### src/rtl/flop_fifo_flagged.sv
// Flip-flop FIFO with selectable FWFT/registered read, occupancy level,
// programmable almost-full/almost-empty thresholds, flush and sticky error flags.
module flop_fifo_flagged #(
   parameter int width  = 8,
   parameter int depth  = 10,
   parameter int fwft   = 1,
   parameter int af_thr = 8,
   parameter int ae_thr = 1
) (
   input  logic                       clk,
   input  logic                       rst,
   input  logic                       flush,
   input  logic                       push,
   input  logic [width-1:0]           write_data,
   input  logic                       pop,
   output logic [width-1:0]           read_data,
   output logic                       read_valid,
   output logic                       empty,
   output logic                       full,
   output logic                       almost_empty,
   output logic                       almost_full,
   output logic [$clog2(depth+1)-1:0] level,
   output logic                       overflow,
   output logic                       underflow,
   input  logic                       clear_err
);

   localparam int PW = (depth > 1) ? $clog2(depth) : 1;
   localparam int LW = $clog2(depth + 1);

   logic [width-1:0] mem [depth];
   logic [PW-1:0]    wr_ptr_reg;
   logic [PW-1:0]    rd_ptr_reg;
   logic [LW-1:0]    level_reg;
   logic             overflow_reg;
   logic             underflow_reg;
   logic             pop_acc;
   logic             push_acc;
   logic             pop_ok;
   logic             push_ok;

   function automatic logic [PW-1:0] next_ptr(input logic [PW-1:0] p);
      return (p == PW'(depth - 1)) ? '0 : p + PW'(1);
   endfunction

   // Flags decode purely from the registered level.
   assign empty        = (level_reg == '0);
   assign full         = (level_reg == LW'(depth));
   assign almost_empty = (level_reg <= LW'(ae_thr));
   assign almost_full  = (level_reg >= LW'(af_thr));
   assign level        = level_reg;
   assign overflow     = overflow_reg;
   assign underflow    = underflow_reg;

   // A pop frees a slot, so a push into a full FIFO is accepted alongside it.
   assign pop_acc  = pop & ~empty;
   assign push_acc = push & (~full | pop_acc);
   assign pop_ok   = pop_acc & ~flush;
   assign push_ok  = push_acc & ~flush;

   always_ff @(posedge clk or posedge rst) begin
      if (rst) begin
         wr_ptr_reg <= '0;
         rd_ptr_reg <= '0;
         level_reg  <= '0;
      end else if (flush) begin
         wr_ptr_reg <= '0;
         rd_ptr_reg <= '0;
         level_reg  <= '0;
      end else begin
         if (push_ok)
            wr_ptr_reg <= next_ptr(wr_ptr_reg);
         if (pop_ok)
            rd_ptr_reg <= next_ptr(rd_ptr_reg);
         level_reg <= level_reg + LW'(push_ok) - LW'(pop_ok);
      end
   end

   // A fresh error in the same cycle as clear_err wins.
   always_ff @(posedge clk or posedge rst) begin
      if (rst) begin
         overflow_reg  <= 1'b0;
         underflow_reg <= 1'b0;
      end else begin
         overflow_reg  <= (overflow_reg & ~clear_err) | (push & ~push_acc & ~flush);
         underflow_reg <= (underflow_reg & ~clear_err) | (pop & ~pop_acc & ~flush);
      end
   end

   always_ff @(posedge clk) begin
      if (push_ok)
         mem[wr_ptr_reg] <= write_data;
   end

   generate
      if (fwft != 0) begin : g_fwft
         assign read_data  = mem[rd_ptr_reg];
         assign read_valid = ~empty;
      end else begin : g_reg
         logic [width-1:0] read_data_reg;
         logic             read_valid_reg;

         always_ff @(posedge clk or posedge rst) begin
            if (rst) begin
               read_data_reg  <= '0;
               read_valid_reg <= 1'b0;
            end else begin
               read_valid_reg <= pop_ok;
               if (pop_ok)
                  read_data_reg <= mem[rd_ptr_reg];
            end
         end

         assign read_data  = read_data_reg;
         assign read_valid = read_valid_reg;
      end
   endgenerate

endmodule

### config.mk
export PLATFORM = sky130hd
export DESIGN_NAME = flop_fifo_flagged
export DESIGN_NICKNAME = d
export VERILOG_FILES = /design/src/rtl/flop_fifo_flagged.sv
export SDC_FILE = /design/constraint.sdc
export NUM_CORES = 1
export LEC_CHECK = 0
export BUFFER_PORTS_ARGS = -buffer_cell sky130_fd_sc_hd__buf_2
export CELL_PAD_IN_SITES_DETAIL_PLACEMENT = 2
export CELL_PAD_IN_SITES_GLOBAL_PLACEMENT = 2
export CORE_MARGIN = 10
export CORE_UTILIZATION = 35
export CTS_CLUSTER_DIAMETER = 50
export DETAILED_ROUTE_END_ITERATION = 12
export PLACE_DENSITY = 0.77
export SETUP_SLACK_MARGIN = 0.2
export SYNTH_ARGS = -nofsm -noshare
export SYNTH_HDL_FRONTEND = slang
export SYNTH_SLANG_ARGS = --single-unit
### constraint.sdc
create_clock -name clk -period 3.4 [get_ports clk]
set_clock_uncertainty 0.05 [all_clocks]
set_input_delay 0 -clock clk [delete_from_list [all_inputs] [get_ports clk]]
set_output_delay 0 -clock clk [all_outputs]
set_load 0.005 [all_outputs]
==> flow_summary.ini, run 1 <==
[outcome]
status = finished, final reports clean

[sta]
timing.final.crit_period_ns = 2.70
max-slew-margin-rel = 0.315
hold_viol = 0
finalCritPeriodShare = 0.793
rsz0062_at_grt = false
drv_slew = 0
fmax_mhz = 371
worst_pin_slew_ns = 1.03
fin_setup_tns_ns = 0
layout_setup_ws_ns = 0.702
setup_viol = 0

[worst_setup_path]
cp_data_required_time_ns = 3.35
cp_slowest_cell = dfrtp_2
cp_num_buf_inv = 2
startpoint_type = register
endpoint_kind = output pin
max_stage_delay_ns = 1.04
path_delay_family = flip-flops
ff2ff_path_depth = 11
r2r_slack_ns = 0.81
critical_path.max_fanout = 35
timing.rr.start = level[2]
crit_chain = buf_4 > mux2i_1 > o22ai_1 > nor3_1 > a21oi_1 > buf_2
critPathArrivalTime_ns = 2.65
worstReg2RegEnd = level[2]
critPathKind = reg2out

[placed_design]
place_ws_ns = 0.776
place_congestion = 0.767
port_buffers = 32
placed_area_um2 = 4370
dp_hpwl_mm = 6.87

[power_and_ir_drop]
power_switching_uw = 836
irDropWorstVdd_mv = 0.271
leakage_uw = 0.00174
combPwrFrac = 0.194
powerDensity_nw_per_um2 = 622
power.internal_uw = 2150
total_power_uw = 2980
p_seq_frac = 0.465
swShare = 0.280
clkPwrFrac = 0.341

[finish]
layout-drive-gt1-share = 0.187
antenna-diode-count = 0
area_growth_pct = 18.5
final_common_cell = edfxtp_1
largest_register_ffs = 80
final-seq-area_um2 = 2750
regMostFlops = mem
multi_input_area_um2 = 1170
layout_common_cells = edfxtp_1, mux2i_1, buf_2, o22ai_1, a21oi_1
num-fill-cells = 1122
finalInstanceArea_um2 = 4800
nets = 351

[clocking]
numClockSinks = 94
ctsHtreeMaxLevel = 3
cts_inserted_buffers = 9
clockRootBuffer = clkbuf_16
post_cts_buffers = 0
clk-insertion-delay-late_ns = 0.35
cts_tree = done
cts_buffer_depth = 2
clk_pin_slew_worst_paths_ns = 0.07

[yosys]
synth-compound-area-share = 0.0544
syn_avg_cell_area_um2 = 14.6
netlist_area_um2 = 4050
post_synth_and_or_nand_nor_area_fraction = 0.0912
muxShareOfSynthArea = 0.101
syn-num-nets = 302
ys_seq_area_frac = 0.680
synthCells = 278
ys_types = 38
ys_seq_elements = 94
synth_top_family_by_area = multiplexers
synth-xor-area-share = 0.00865
yosys.area_share.adder = 0.0328
yosys_warnings = 0

[die]
dieArea_um2 = 16300
core_um2 = 11400
die_w_um = 128
io_pins = 33
start_util = 0.356
rows = 39
die_y_um = 128

[global_route]
use_met1 = 0.157
antenna_found_initial = 0
grt_usage = 0.131
grt_use_met3 = 0.0244
grt_pass1_wl_mm = 16.1
grt_pass1_vias = 2748
overflow = 0
gr-max-usage-layer = met2
grt_max_degree = 36
use_met2 = 0.218

[routing]
drc = 0
wl_mm = 10.2
first_iter_violations = 115
vias = 2461
drt_pre_antenna_iters = 4
ant_nets = 0
drt-vias-per-instance = 5.18
routedWlPerCell_um = 21.5

[run]
cap_viol_max_count = 0

[min_path]
hold_class = in2async
## metal layers
metal  vias up  wire [µm]
met5         -          0
met4         0        240
met3        13        355
met2        45       5160
met1      1261       4450
li1       1142          -
## power groups by stage
| stage | sequential, µW | clock (µW) | combinational [µW] |
|---|---|---|---|
| global route | 1400 | 1080 | 659 |
| finish | 1390 | 1020 | 579 |
| floorplan | 1340 | 0 | 448 |
| CTS | 1390 | 1030 | 602 |
| detailed placement | 1420 | 0 | 586 |
| global placement | 1410 | 0 | 557 |
## worst reg2reg max path: cells and delay by family (launching register included)
family / cells / cell delay (ns)
DFF: 1 / 0.38
xor gates and xnor gates: 1 / 0.15
buffers and inverters: 3 / 0.26
adders and majority gates: 4 / 1.06
and+or+nand+nor: 3 / 0.56
## logic make-up after synthesis
| group | Yosys count |
|---|---|
| fa+ha+maj | 10 |
| flops | 94 |
| mux | 41 |
| simple gates | 65 |
| compound gates | 38 |
| xor+xnor | 4 |
| buf+inv | 26 |
## cells in the mapped netlist
library cell,n,area (µm²)
nor4_1,1,6.26
nand4bb_1,1,11.3
xor2_1,2,17.5
buf_4,3,22.5
and3_1,2,12.5
or3b_1,2,17.5
nand2b_4,1,13.8
a21oi_1,16,80.1
buf_6,2,22.5
clkbuf_1,6,22.5
edfxtp_1,80,2400
dfrtp_1,14,350
nor4b_1,1,8.76
o22ai_1,18,113
nor3_1,8,40.0
nor2_1,15,56.3
xnor2_1,2,17.5
or2b_1,1,7.51
nor2b_1,4,25.0
nand2_1,10,37.5
nand2b_1,6,37.5
nand4_1,2,12.5
o21ai_0,2,10.0
nand3_1,2,10.0
or3_1,3,18.8
fa_1,1,20.0
inv_1,10,37.5
buf_2,4,20.0
nor3_2,1,10.0
or3_4,1,11.3
mux2i_1,41,410
a21o_1,1,7.51
ha_1,9,113
nand4b_1,1,8.76
and3b_1,2,17.5
or2_2,1,6.26
buf_1,1,3.75
a41o_1,1,10.0
## stage by stage
step                instances   util  hold slack, ns
floorplan                 278      -          -0.161
global placement          446  0.385          0.0496
detailed placement        446  0.385          0.0655
CTS                       475  0.422           0.233
global route              475  0.422           0.277
finish                    475  0.422           0.209
## layout make-up
type,count,area share
well taps,143,0.0373
multi-input cells,158,0.245
clock inverters,7,0.0149
repair buffers,54,0.0746
clock buffers,9,0.0469
inverters,10,0.00782
flip-flops and latches,94,0.574
## how the worst max path moves through the flow
stage / start / to / slack, ns / cells after the start
6_report: rd_ptr_reg[0] / read_data[3] / 0.70 / 6
2_1_floorplan: level[2] / level[2] / 0.92 / 12
3_5_place_dp: level[2] / level[2] / 0.78 / 11
4_1_cts: rd_ptr_reg[0] / read_data[3] / 0.65 / 6
3_3_place_gp: level[2] / level[2] / 0.90 / 11
5_1_grt: rd_ptr_reg[0] / read_data[3] / 0.52 / 6
## repair_timing
item / in CTS / in global routing
endpoints found under the hold margin: 106 / 0
endpoints found under the setup margin: 0 / 0
hold buffers: 13 / 0
resized for setup: 0 / 0
No activity file was read; power rests on OpenSTA's default activity.
==> run 2: changes to the inputs <==
clock period = 2.6 ns   (was 3.4 ns; I/O delays follow)
==> flow_summary.ini, run 2 (same netlist as run 1, synthesis figures left out) <==
[worst_setup_path]
cp_data_required_time_ns = 2.83
crit_chain = inv_2 > ha_4 > or3b_4 > inv_2 > nor2_2 > ha_1 > inv_2 > ha_4 > fa_2 > nor2b_4
cp_num_buf_inv = 3
cp-endpoint = level[1]
startpoint = level[3]
crit_top_cell = inv_2
ff2ff_path_depth = 10
path_delay_family = adder cells
endpoint_kind = register
critPathKind = reg2reg
critical_path.max_fanout = 3
worstReg2RegEnd = level[1]
startpoint_type = register
max_stage_delay_ns = 0.53
r2r_slack_ns = 0.20
timing.rr.start = level[3]
cp_slowest_cell = fa_2
path_depth = 10
critPathArrivalTime_ns = 2.62

[placed_design]
place_ws_ns = 0.190
port_buffers = 32
place_congestion = 0.763
dp_cells = 449
dp_hpwl_mm = 7.16

[die]
start_util = 0.356
io_pins = 33
rows = 39
core_um2 = 11400
die_w_um = 128
die_y_um = 128
dieArea_um2 = 16300

[finish]
largest_register_ffs = 80
utilization = 0.436
final_common_cell = edfxtp_1
fin_cells = 483
antenna-diode-count = 0
regMostFlops = mem
layout-drive-gt1-share = 0.238
layout_common_cells = edfxtp_1, mux2i_1, buf_2, o22ai_1, buf_4
nets = 359
area_growth_pct = 22.3
num-fill-cells = 1111

[routing]
ant_nets = 0
drt-vias-per-instance = 5.15
first_iter_violations = 114
wl_mm = 10.7
vias = 2488
routedWlPerCell_um = 22.1
drt_pre_antenna_iters = 4
drc = 0

[min_path]
hold_class = in2reg
hold_path_startpoint = push

[global_route]
antenna_found_initial = 0
overflow = 0
grt_pass1_vias = 2858
grt_use_met3 = 0.0372
grt_pass1_wl_mm = 16.7
grt_max_degree = 22
grt_usage = 0.135
gr-max-usage-layer = met2
use_met1 = 0.153
use_met2 = 0.241

[sta]
layout_setup_ws_ns = 0.204
worst_pin_slew_ns = 0.718
finalCritPeriodShare = 0.921
hold_viol = 0
fin_setup_tns_ns = 0
drv_slew = 0
max-slew-margin-rel = 0.521
timing.final.crit_period_ns = 2.40
rsz0062_at_grt = true
fmax_mhz = 417
setup_viol = 0

[clocking]
ctsHtreeMaxLevel = 3
clk-insertion-delay-late_ns = 0.34
cts_buffer_depth = 2
clk_pin_slew_worst_paths_ns = 0.06
cts_inserted_buffers = 9
numClockSinks = 94
cts_tree = done
clockRootBuffer = clkbuf_16

[power_and_ir_drop]
powerDensity_nw_per_um2 = 845
irDropWorstVdd_mv = 0.400
leakage_uw = 0.00180

[run]
cap_viol_max_count = 0

[outcome]
status = finished, final reports clean
==> run 2: changes by cell type in the layout (fill, tap and decap cells not counted), moves of 2 or more <==
cell        previous run  this run
ha_4                   0         2
buf_4                  9        16
inv_1                 10         6
clkbuf_8               0         2
clkbuf_1               0         2
clkinvlp_4             2         0
inv_6                  2         0
ha_1                   9         7
inv_2                  0         4
==> run 2: per-layer routing <==
| metal | wire length [µm] | part of all wire | vias up |
|---|---|---|---|
| met5 | 0 | 0 | - |
| met3 | 359 | 0.034 | 12 |
| met2 | 5700 | 0.53 | 39 |
| met4 | 145 | 0.014 | 0 |
| met1 | 4460 | 0.42 | 1281 |
| li1 | - | - | 1156 |
==> run 2: repair_timing <==
| action | in CTS | in global routing |
|---|---|---|
| setup buffers | 2 | 3 |
| endpoints found under the setup margin | 2 | 19 |
| hold endpoints to repair | 103 | 0 |
| hold buffers | 13 | 0 |
| pin swaps | 0 | 4 |
| resized for setup | 1 | 7 |
==> run 2: worst reg2reg max path, stage by stage (launching register included) <==
cell and delay (ns):
dfrtp_1 0.41, inv_2 0.10, ha_4 0.14, or3b_4 0.38
inv_2 0.08, nor2_2 0.04, ha_1 0.28, inv_2 0.04
ha_4 0.16, fa_2 0.53, nor2b_4 0.13
==> run 2: area by class of cell <==
type / instances / area [µm²] / area share
well taps: 143 / 179 / 0.0361
inverters: 10 / 37.5 / 0.00758
repair buffers: 62 / 430 / 0.0869
clock inverters: 3 / 68.8 / 0.0139
multi-input cells: 158 / 1220 / 0.247
flip-flops and latches: 94 / 2750 / 0.556
clock buffers: 13 / 260 / 0.0525
==> run 2: worst min-delay path by stage <==
stage               cells past startpoint  slack, ns             to
CTS                                     4      0.003  wr_ptr_reg[0]
global route                            4       0.04  wr_ptr_reg[0]
detailed placement                      2       0.07       level[2]
floorplan                               1      -0.16       level[0]
global placement                        2       0.04       level[2]
finish                                  4       0.01  wr_ptr_reg[0]
==> run 2: power breakdown <==
group          switching [µW]  internal, µW  leakage, µW
Clock                     536           897     0.000160
Sequential               84.9          1690     0.000910
Combinational             492           484     0.000731
==> run 2: stage by stage <==
step	total power (µW)	area, µm²	hold WS, ns
after floorplan	2360	4070	-0.161
after global placement	2630	4420	0.0437
after detailed placement	2690	4420	0.0736
after CTS	4180	4900	0.00277
after global routing	4410	4950	0.0431
final	4180	4950	0.0111
==> run 3: changes to the inputs <==
HOLD_SLACK_MARGIN = 0.05   (was not set)
REMOVE_ABC_BUFFERS = 1   (was not set)
==> flow_summary.ini, run 3 (same netlist as run 1, synthesis figures left out) <==
[worst_setup_path]
critPathArrivalTime_ns = 2.68
cp_slowest_cell = fa_2
cp-endpoint = level[1]
startpoint_type = register
timing.rr.start = level[3]
crit_top_cell = ha_4
r2r_slack_ns = 0.14
worstReg2RegEnd = level[1]
endpoint_kind = register
max_stage_delay_ns = 0.52
cp_data_required_time_ns = 2.81
ff2ff_path_depth = 10
crit_chain = inv_2 > ha_4 > or3b_4 > inv_4 > nor2_4 > ha_4 > inv_2 > ha_4 > fa_2 > nor2b_1
critPathKind = reg2reg
startpoint = level[3]
critical_path.max_fanout = 3

[global_route]
use_met1 = 0.157
grt_pass1_wl_mm = 16.6
grt_max_degree = 26
grt_use_met3 = 0.0219
grt_usage = 0.132
gr-max-usage-layer = met2
antenna_found_initial = 0
use_met2 = 0.234
overflow = 0
grt_pass1_vias = 2816

[placed_design]
place_ws_ns = 0.0601
port_buffers = 32
place_congestion = 0.734
dp_hpwl_mm = 6.84

[sta]
setup_viol = 0
finalCritPeriodShare = 0.948
fin_setup_tns_ns = 0
timing.final.crit_period_ns = 2.46
layout_setup_ws_ns = 0.135
fmax_mhz = 406
worst_pin_slew_ns = 0.754
hold_ws_ns = 0.235
drv_slew = 0
hold_viol = 0
rsz0062_at_grt = true
max-slew-margin-rel = 0.497

[finish]
final_common_cell = edfxtp_1
utilization = 0.433
antenna-diode-count = 0
layout_common_cells = edfxtp_1, mux2i_1, buf_2, o22ai_1
area_growth_pct = 21.5
layout-drive-gt1-share = 0.240
nets = 360
largest_register_ffs = 80
regMostFlops = mem

[clocking]
cts_tree = done
clk_pin_slew_worst_paths_ns = 0.06
cts_inserted_buffers = 9
cts_buffer_depth = 2
ctsHtreeMaxLevel = 3
clockRootBuffer = clkbuf_16
clk-insertion-delay-late_ns = 0.33
numClockSinks = 94

[routing]
wl_mm = 10.6
routedWlPerCell_um = 22.0
drc = 0
first_iter_violations = 176
ant_nets = 0
drt-vias-per-instance = 5.07
vias = 2452
drt_pre_antenna_iters = 4

[power_and_ir_drop]
powerDensity_nw_per_um2 = 805
irDropWorstVdd_mv = 0.294
leakage_uw = 0.00177

[die]
dieArea_um2 = 16300
die_w_um = 128
core_um2 = 11400
rows = 39
start_util = 0.356
die_y_um = 128
io_pins = 33

[run]
cap_viol_max_count = 0

[outcome]
status = finished, final reports clean

[min_path]
hold_class = in2async
run 3: timing repair:
| item | in CTS | in global routing |
|---|---|---|
| endpoints found under the setup margin | 8 | 31 |
| pin swaps | 0 | 4 |
| setup buffers | 2 | 3 |
| hold buffers | 14 | 0 |
| resized for setup | 8 | 10 |
| endpoints found under the hold margin | 108 | 0 |
run 3: worst min path at each step:
stage,start,cells after the start,end
floorplan,rst,1,level[0]
global placement,rst,2,rd_ptr_reg[2]
detailed placement,rst,2,underflow
CTS,rst,3,level[3]
global route,rst,3,wr_ptr_reg[1]
finish,rst,3,underflow
run 3: final cells by class:
type,instances,area (µm²)
Clock inverter,6,38.8
Clock buffer,10,229
Inverter,10,40.0
Multi-Input combinational cell,158,1240
Sequential cell,94,2760
Fill cell,1134,6450
Timing Repair Buffer,63,440
Tap cell,143,179
run 3: layer usage:
layer / part of all wire / up-vias
met3: 0.022 / 11
met5: 0 / -
met1: 0.42 / 1265
met4: 0.014 / 0
li1: - / 1155
met2: 0.54 / 21
run 3: power by group:
| part | leakage, µW | total [µW] | internal [µW] | switching (µW) |
|---|---|---|---|---|
| clock | 0.000118 | 1200 | 644 | 556 |
| combinational | 0.000740 | 957 | 482 | 474 |
| sequential | 0.000910 | 1800 | 1690 | 111 |
| total | 0.00177 | 3960 | 2820 | 1140 |
run 3: metrics by stage:
stage | instance area, µm² | total power (µW) | instances
global route | 4920 | 4170 | 484
detailed placement | 4410 | 2630 | 449
global placement | 4410 | 2580 | 449
finish | 4920 | 3960 | 484
floorplan | 3960 | 2300 | 262
CTS | 4850 | 3880 | 481
run 3: critical path: cells and delay by family, from the launching register on:
kind	cells	cell delay [ns]
flops	1	0.43
simple gates	3	0.57
fa+ha+maj	4	1.09
buf+inv	3	0.25
